### config.mk
export PLATFORM = sky130hd
export DESIGN_NAME = q_value_serializer_flat
export DESIGN_NICKNAME = d
export VERILOG_FILES = /design/src/rtl/dqn_pkg.sv /design/src/rtl/q_value_serializer_if.sv /design/src/rtl/q_vector_bank.sv /design/src/rtl/q_value_serializer.sv /design/src/flat_wrapper.sv
export SDC_FILE = /design/constraint.sdc
export NUM_CORES = 1
export LEC_CHECK = 0
export BUFFER_PORTS_ARGS = -buffer_cell sky130_fd_sc_hd__clkbuf_2
export CORE_UTILIZATION = 55
export CTS_BUF_LIST = sky130_fd_sc_hd__clkbuf_8
export CTS_CLUSTER_SIZE = 16
export DETAILED_ROUTE_END_ITERATION = 7
export PLACE_DENSITY_LB_ADDON = 0.25
export REMOVE_ABC_BUFFERS = 1
export SKIP_CTS_REPAIR_TIMING = 1
export SLEW_MARGIN = 20
export SYNTH_ARGS = -nofsm -noshare
export SYNTH_HDL_FRONTEND = slang
export SYNTH_SLANG_ARGS = --single-unit
### constraint.sdc
create_clock -name clk -period 3.8 [get_ports clk]
set_input_delay 0.95 -clock clk [delete_from_list [all_inputs] [get_ports clk]]
set_output_delay 0.95 -clock clk [all_outputs]
set_load 0.005 [all_outputs]
### src/rtl/dqn_pkg.sv
// dqn_pkg: definitions shared by the DQN target-network blocks.
//   DATA_WIDTH_DEF : default Q-value word width (float32)
//   ser_state_e    : serializer FSM encoding (IDLE / SEND / GAP)
//   clog2          : ceil(log2(v)), never less than 1 bit
package dqn_pkg;

  localparam int DATA_WIDTH_DEF = 32;

  typedef enum logic [1:0] {
    ST_IDLE = 2'd0,
    ST_SEND = 2'd1,
    ST_GAP  = 2'd2
  } ser_state_e;

  function automatic int clog2(input int v);
    int r;
    r = 1;
    while ((1 << r) < v) r++;
    return r;
  endfunction

endpackage

### src/rtl/q_value_serializer_if.sv
// q_value_serializer_if: parallel-in / serial-out bus of the Q-value serializer.
//   i_valid/i_data/o_ready : parallel vector handshake (node k at [k*DW +: DW])
//   o_data/o_valid/o_last/i_ready : serial word stream
//   o_index : node number of o_data (only with Q_SERIALIZER_INDEX_EN)
// slave modport = serializer side, master modport = environment side.
interface q_value_serializer_if #(
  parameter int DATA_WIDTH            = dqn_pkg::DATA_WIDTH_DEF,
  parameter int NUMBER_OF_OUTPUT_NODE = 3
);
  logic                                  i_valid;
  logic [DATA_WIDTH*NUMBER_OF_OUTPUT_NODE-1:0] i_data;
  logic                                  o_ready;
  logic                                  i_ready;
  logic [DATA_WIDTH-1:0]                 o_data;
  logic                                  o_valid;
  logic                                  o_last;

`ifdef Q_SERIALIZER_INDEX_EN
  logic [dqn_pkg::clog2(NUMBER_OF_OUTPUT_NODE)-1:0] o_index;

  modport slave  (input  i_valid, i_data, i_ready,
                  output o_ready, o_data, o_valid, o_last, o_index);
  modport master (output i_valid, i_data, i_ready,
                  input  o_ready, o_data, o_valid, o_last, o_index);
`else
  modport slave  (input  i_valid, i_data, i_ready,
                  output o_ready, o_data, o_valid, o_last);
  modport master (output i_valid, i_data, i_ready,
                  input  o_ready, o_data, o_valid, o_last);
`endif

endinterface

### src/rtl/q_vector_bank.sv
// q_vector_bank: two-entry store of parallel Q-value vectors.
//   push_i/data_i : write data_i into the bank at the write pointer
//   pop_i         : release the bank at the read pointer
//   ready_o       : a bank is free (decoded from the registered count)
//   count_o       : occupied banks, 0..2
//   rd_vec_o      : oldest vector, nxt_vec_o : the other bank
module q_vector_bank #(
  parameter int DATA_WIDTH            = dqn_pkg::DATA_WIDTH_DEF,
  parameter int NUMBER_OF_OUTPUT_NODE = 3
) (
  input  logic clk,
  input  logic rst_n,
  input  logic push_i,
  input  logic pop_i,
  input  logic [NUMBER_OF_OUTPUT_NODE-1:0][DATA_WIDTH-1:0] data_i,
  output logic ready_o,
  output logic [1:0] count_o,
  output logic [NUMBER_OF_OUTPUT_NODE-1:0][DATA_WIDTH-1:0] rd_vec_o,
  output logic [NUMBER_OF_OUTPUT_NODE-1:0][DATA_WIDTH-1:0] nxt_vec_o
);
  logic [1:0][NUMBER_OF_OUTPUT_NODE-1:0][DATA_WIDTH-1:0] mem_q;
  logic       wr_q, wr_d, rd_q, rd_d;
  logic [1:0] cnt_q, cnt_d;

  assign wr_d  = wr_q ^ push_i;
  assign rd_d  = rd_q ^ pop_i;
  assign cnt_d = cnt_q + 2'(push_i) - 2'(pop_i);

  always_ff @(posedge clk or negedge rst_n) begin
    if (!rst_n) begin
      wr_q  <= 1'b0;
      rd_q  <= 1'b0;
      cnt_q <= 2'd0;
    end else begin
      wr_q  <= wr_d;
      rd_q  <= rd_d;
      cnt_q <= cnt_d;
    end
  end

  // Contents need no reset: a zero count already marks every bank empty.
  always_ff @(posedge clk) begin
    if (push_i) mem_q[wr_q] <= data_i;
  end

  assign ready_o   = (cnt_q != 2'd2);
  assign count_o   = cnt_q;
  assign rd_vec_o  = mem_q[rd_q];
  assign nxt_vec_o = mem_q[~rd_q];

endmodule

### src/rtl/q_value_serializer.sv
// q_value_serializer: double-buffered parallel-to-serial Q-value transmitter.
//   clk, rst_n : clock, asynchronous active-low reset
//   bus        : q_value_serializer_if.slave (vector in, word stream out)
// Streams node 0..N-1 of each accepted vector, one word per cycle, then
// forces FRAME_GAP idle cycles. Build option Q_SERIALIZER_INDEX_EN adds
// bus.o_index, the node number of the word on o_data.
module q_value_serializer
  import dqn_pkg::*;
#(
  parameter int DATA_WIDTH            = DATA_WIDTH_DEF,
  parameter int NUMBER_OF_OUTPUT_NODE = 3,
  parameter int FRAME_GAP             = 1
) (
  input logic clk,
  input logic rst_n,
  q_value_serializer_if.slave bus
);
  localparam int N  = NUMBER_OF_OUTPUT_NODE;
  localparam int IW = clog2(N);
  localparam int GW = clog2(FRAME_GAP + 1);
  localparam logic [GW-1:0] GAP_LOAD = GW'((FRAME_GAP > 0) ? FRAME_GAP - 1 : 0);
  localparam logic [IW-1:0] LAST_IDX = IW'(N - 1);

  typedef logic [N-1:0][DATA_WIDTH-1:0] vec_t;

  vec_t       in_vec, rd_vec, nxt_vec, head_vec;
  logic       push, pop, bank_rdy;
  logic [1:0] count, remain;

  ser_state_e            state_q, state_d;
  logic [IW-1:0]         idx_q, idx_d;
  logic [GW-1:0]         gap_q, gap_d;
  logic [DATA_WIDTH-1:0] data_q, data_d;
  logic                  valid_q, valid_d, last_q, last_d;

  assign in_vec = bus.i_data;
  assign push   = bus.i_valid && bank_rdy;
  assign pop    = (state_q == ST_SEND) && bus.i_ready && last_q;

  // Vectors still queued once this cycle's pop is taken into account.
  assign remain = count - 2'(pop);
  // Source of the next frame's word 0: the oldest remaining bank, or the
  // input bus itself when the vector is only being written at this edge.
  assign head_vec = (remain != 2'd0) ? (pop ? nxt_vec : rd_vec) : in_vec;

  q_vector_bank #(
    .DATA_WIDTH           (DATA_WIDTH),
    .NUMBER_OF_OUTPUT_NODE(N)
  ) u_bank (
    .clk      (clk),
    .rst_n    (rst_n),
    .push_i   (push),
    .pop_i    (pop),
    .data_i   (in_vec),
    .ready_o  (bank_rdy),
    .count_o  (count),
    .rd_vec_o (rd_vec),
    .nxt_vec_o(nxt_vec)
  );

  always_ff @(posedge clk or negedge rst_n) begin
    if (!rst_n) begin
      state_q <= ST_IDLE;
      idx_q   <= '0;
      gap_q   <= '0;
      data_q  <= '0;
      valid_q <= 1'b0;
      last_q  <= 1'b0;
    end else begin
      state_q <= state_d;
      idx_q   <= idx_d;
      gap_q   <= gap_d;
      data_q  <= data_d;
      valid_q <= valid_d;
      last_q  <= last_d;
    end
  end

  always_comb begin
    state_d = state_q;
    idx_d   = idx_q;
    gap_d   = gap_q;
    case (state_q)
      ST_IDLE: begin
        if (remain != 2'd0 || push) begin
          state_d = ST_SEND;
          idx_d   = '0;
        end
      end
      ST_SEND: begin
        if (bus.i_ready) begin
          if (last_q) begin
            idx_d = '0;
            if (FRAME_GAP > 0) begin
              state_d = ST_GAP;
              gap_d   = GAP_LOAD;
            end else if (remain != 2'd0 || push) begin
              state_d = ST_SEND;
            end else begin
              state_d = ST_IDLE;
            end
          end else begin
            idx_d = idx_q + 1'b1;
          end
        end
      end
      ST_GAP: begin
        if (gap_q != '0) gap_d = gap_q - 1'b1;
        else if (remain != 2'd0 || push) state_d = ST_SEND;
        else state_d = ST_IDLE;
      end
      default: state_d = ST_IDLE;
    endcase
  end

  // Registered outputs; a stalled word re-selects rd_vec[idx_q], which
  // cannot change while its bank is held.
  always_comb begin
    valid_d = 1'b0;
    last_d  = 1'b0;
    data_d  = '0;
    if (state_d == ST_SEND) begin
      valid_d = 1'b1;
      last_d  = (idx_d == LAST_IDX);
      if (state_q != ST_SEND || pop) data_d = head_vec[0];
      else data_d = rd_vec[idx_d];
    end
  end

  assign bus.o_ready = bank_rdy;
  assign bus.o_data  = data_q;
  assign bus.o_valid = valid_q;
  assign bus.o_last  = last_q;
`ifdef Q_SERIALIZER_INDEX_EN
  // idx_q returns to 0 whenever no word is on the bus.
  assign bus.o_index = idx_q;
`endif

endmodule

### src/flat_wrapper.sv
// flat-port wrapper written by rule: the top's interface ports become plain ports
module q_value_serializer_flat import dqn_pkg::*;
#(
  parameter int DATA_WIDTH            = DATA_WIDTH_DEF,
  parameter int NUMBER_OF_OUTPUT_NODE = 3,
  parameter int FRAME_GAP             = 1
)
  (clk, rst_n, bus_i_valid, bus_i_data, bus_i_ready, bus_o_ready, bus_o_data, bus_o_valid, bus_o_last);
  q_value_serializer_if #(.DATA_WIDTH(DATA_WIDTH), .NUMBER_OF_OUTPUT_NODE(NUMBER_OF_OUTPUT_NODE)) bus_i ();
  input logic clk;
  input logic rst_n;
  input wire logic [$bits(bus_i.i_valid)-1:0] bus_i_valid;
  input wire logic [$bits(bus_i.i_data)-1:0] bus_i_data;
  input wire logic [$bits(bus_i.i_ready)-1:0] bus_i_ready;
  output wire logic [$bits(bus_i.o_ready)-1:0] bus_o_ready;
  output wire logic [$bits(bus_i.o_data)-1:0] bus_o_data;
  output wire logic [$bits(bus_i.o_valid)-1:0] bus_o_valid;
  output wire logic [$bits(bus_i.o_last)-1:0] bus_o_last;
  assign bus_i.i_valid = bus_i_valid;
  assign bus_i.i_data = bus_i_data;
  assign bus_i.i_ready = bus_i_ready;
  assign bus_o_ready = bus_i.o_ready;
  assign bus_o_data = bus_i.o_data;
  assign bus_o_valid = bus_i.o_valid;
  assign bus_o_last = bus_i.o_last;
  q_value_serializer #(.DATA_WIDTH(DATA_WIDTH), .NUMBER_OF_OUTPUT_NODE(NUMBER_OF_OUTPUT_NODE), .FRAME_GAP(FRAME_GAP)) u_core (.clk(clk), .rst_n(rst_n), .bus(bus_i));
endmodule
==> run metrics <==
status=finished clean; synthesized area=9830 µm²; global-route wire length before repair=33.3 mm; endpoints failing hold=0; vias per cell=5.90; CTS Buf Count=39; # rows=48; total gr overflow=0; synth warn=0; clk buf depth=3; Req. time, crit path=4.21 ns; starting density of the core=56.6%; Clk pwr share=21.9%; fin. max-slew vios=0; Tcrit/Tclk final=67.7%; arrival time worst endpoint=2.98 ns; WS Path Type=flip-flop to flip-flop; GR Util All Layers=24.0%; Most used DFF post-synth=edfxtp_1; vias in the first global route=6,441; Post-Syn Instances=652; Int Pwr=5.96 mW; Overall Power=9.21 mW; CTS tree=done; average wire per standard cell=20.5 µm; Clock Pin Slew Worst Setup and Hold Paths=0.06 ns; initial antenna violation count=1; Routed Antenna Nets=0; leak pwr=4.67 nW; Final min period=2.57 ns; drt first pass iters=6; EDFF count, synth=192; Core Region=17,400 µm²; logic gate share of total power=35.2%; Yosys cell types=46; Setup violations, final=0; Crit. End Element=flip-flop; Max Fanout on Critical Path=23; Sw Pwr=3.25 mW; sequential share of power=42.9%; max_cap viols=0; area occupied by multi-input gates=2800 µm²; share of layout cells above drive strength 1=26.0%; Reg area=6820 µm²; fin cells=1,062; Hold Slack=0.549 ns; power density over the cells=803 nW/µm²; Post-synth ARST share=17.9%; Placed Cells incl. Taps=989; dpl ws=0.857 ns; Tightest Pin Transition=0.954 ns; buffer type at the clock tree root=clkbuf_8; Die ar.=18,400 µm²; Setup Skew=0.0263 ns; Nets=909; hpwl dp=13.4 mm; commonest non-fill, non-tap cell in the layout=edfxtp_1; Worst Hold Class=flip-flop to flip-flop; # H-tree levels=2; Seq cells post-synth=234; achievable clock frequency=0.389 GHz; Slew HR=36.4%; DRC=0; RSZ-0062 raised after global routing=no; most frequent cells in the layout=192 x edfxtp_1, 133 x clkbuf_2, 115 x mux2i_1; clock sinks=234; Switching Fraction=35.3%; Area growth, synth to finish=16.7%; Die Y=136 µm; Fill cells=1,253; crit path launch type=flip-flop; largest net degree at the start of global routing=45; DR iter-0 viols=428; die width=136 µm; Worst-Skew Late Latency=0.54 ns; worst-case vdd ir drop=533 µV; drt total wl=21.8 mm; Synth Area per Inst=15.1 µm²; sequential-to-total area share from yosys stat=69.4%; worst setup margin=1.23 ns; post-layout util=66.1%; routed via count=6,261; IO Count=135; IO buf count=134; RePlAce Congestion=0.823
[power by group through the flow]
stage / clock network, mW / registers, mW / logic, mW
6_report: 2.01 / 3.95 / 3.24
5_1_grt: 2.15 / 4.01 / 3.51
4_1_cts: 2.05 / 3.95 / 3.25
3_5_place_dp: 0 / 3.99 / 3.23
3_3_place_gp: 0 / 3.95 / 3.11
2_1_floorplan: 0 / 4.04 / 2.14
[cells in the mapped netlist, types with 2 or more instances]
| library cell | instances | share of area [%] |
|---|---|---|
| a211o_1 | 33 | 2.9 |
| a211oi_1 | 5 | 0.38 |
| a21o_1 | 2 | 0.15 |
| a21oi_1 | 2 | 0.10 |
| a221o_1 | 4 | 0.41 |
| a31oi_1 | 26 | 1.7 |
| and2_1 | 2 | 0.13 |
| and4b_1 | 2 | 0.20 |
| buf_1 | 3 | 0.11 |
| buf_2 | 18 | 0.92 |
| buf_6 | 4 | 0.46 |
| buf_8 | 2 | 0.31 |
| clkbuf_1 | 10 | 0.38 |
| dfrtp_1 | 42 | 11 |
| edfxtp_1 | 192 | 59 |
| ha_1 | 4 | 0.51 |
| inv_1 | 4 | 0.15 |
| mux2_2 | 5 | 0.57 |
| mux2i_1 | 115 | 12 |
| nand2_1 | 60 | 2.3 |
| nand2b_1 | 6 | 0.38 |
| nand3_1 | 6 | 0.31 |
| nor2_1 | 30 | 1.1 |
| nor2b_1 | 3 | 0.19 |
| nor3_1 | 2 | 0.10 |
| o211ai_1 | 10 | 0.76 |
| o21a_1 | 2 | 0.15 |
| o21ai_0 | 25 | 1.3 |
| o21ai_1 | 11 | 0.56 |
| o32a_1 | 5 | 0.51 |
| xnor2_1 | 2 | 0.18 |
[area by class of cell]
type	count	share of cell area [%]
inverter	6	0.240
antenna	1	0.0218
multi-input combinational	374	24.4
clock buffer	44	5.28
clock inverter	28	1.03
tap	225	2.46
sequential	234	59.5
timing repair buffer	150	7.11
[kinds of logic (layout without fill, tap and decap cells)]
family                   after synthesis  count (layout)  share of synthesized area (%)
flip-flops                           234             234                           69.4
AO/OA/AOI/OAI                        129             129                           9.43
multiplexers                         121             121                           12.5
AND/OR/NAND/NOR                      117             117                           5.19
buffers and inverters                 44             228                           2.53
adder cells (fa/ha/maj)                4               4                          0.509
XOR/XNOR                               3               3                          0.458
other                                  0               1                              0
[sequential cells by signal (all words and copies together) (netlist names)]
signal                 count
u_core.u_bank.mem_q      192
u_core.bus.o_data         32
u_core.idx_q               2
u_core.state_q             2
u_core.u_bank.count_o      2
u_core.bus.o_last          1
u_core.bus.o_valid         1
u_core.u_bank.rd_q         1
u_core.u_bank.wr_q         1
[path summary, 6_finish.rpt]
path	start	endpoint	slack (ns)	cells past startpoint
min in group asynchronous	rst_n	u_core.bus.o_data[1]	0.57	1
worst min-delay path	u_core.u_bank.mem_q[100]	u_core.bus.o_data[4]	0.55	2
worst min register to register	u_core.u_bank.mem_q[100]	u_core.bus.o_data[4]	0.55	2
worst max register to register	u_core.state_q[0]	u_core.bus.o_data[22]	1.23	5
max in group asynchronous	rst_n	u_core.bus.o_data[6]	2.52	2
worst max-delay path	u_core.state_q[0]	u_core.bus.o_data[22]	1.23	5
[per-stage QoR]
stage	instance area, µm²	setup TNS [ns]
2_1_floorplan	9610	-27.92
3_3_place_gp	10700	0
3_5_place_dp	10700	0
4_1_cts	11500	0
5_1_grt	11500	0
6_report	11500	0
[routing by layer]
metal | share of wire [%] | global-route usage (%) | up-vias
met5 | 0 | 0 | -
met4 | 1.9 | 8.61 | 0
met3 | 7.6 | 5.35 | 37
met2 | 50 | 39.2 | 266
met1 | 41 | 31.5 | 3128
li1 | - | - | 2830
[critical path: stages (launching register included)]
cell and delay, ns:
dfrtp_1 0.48, nor2b_1 0.53, a21bo_2 0.44, a211o_2 0.57, nor2_1 0.14, a211o_1 0.30
Note: power is estimated with default switching activity, not from simulation.
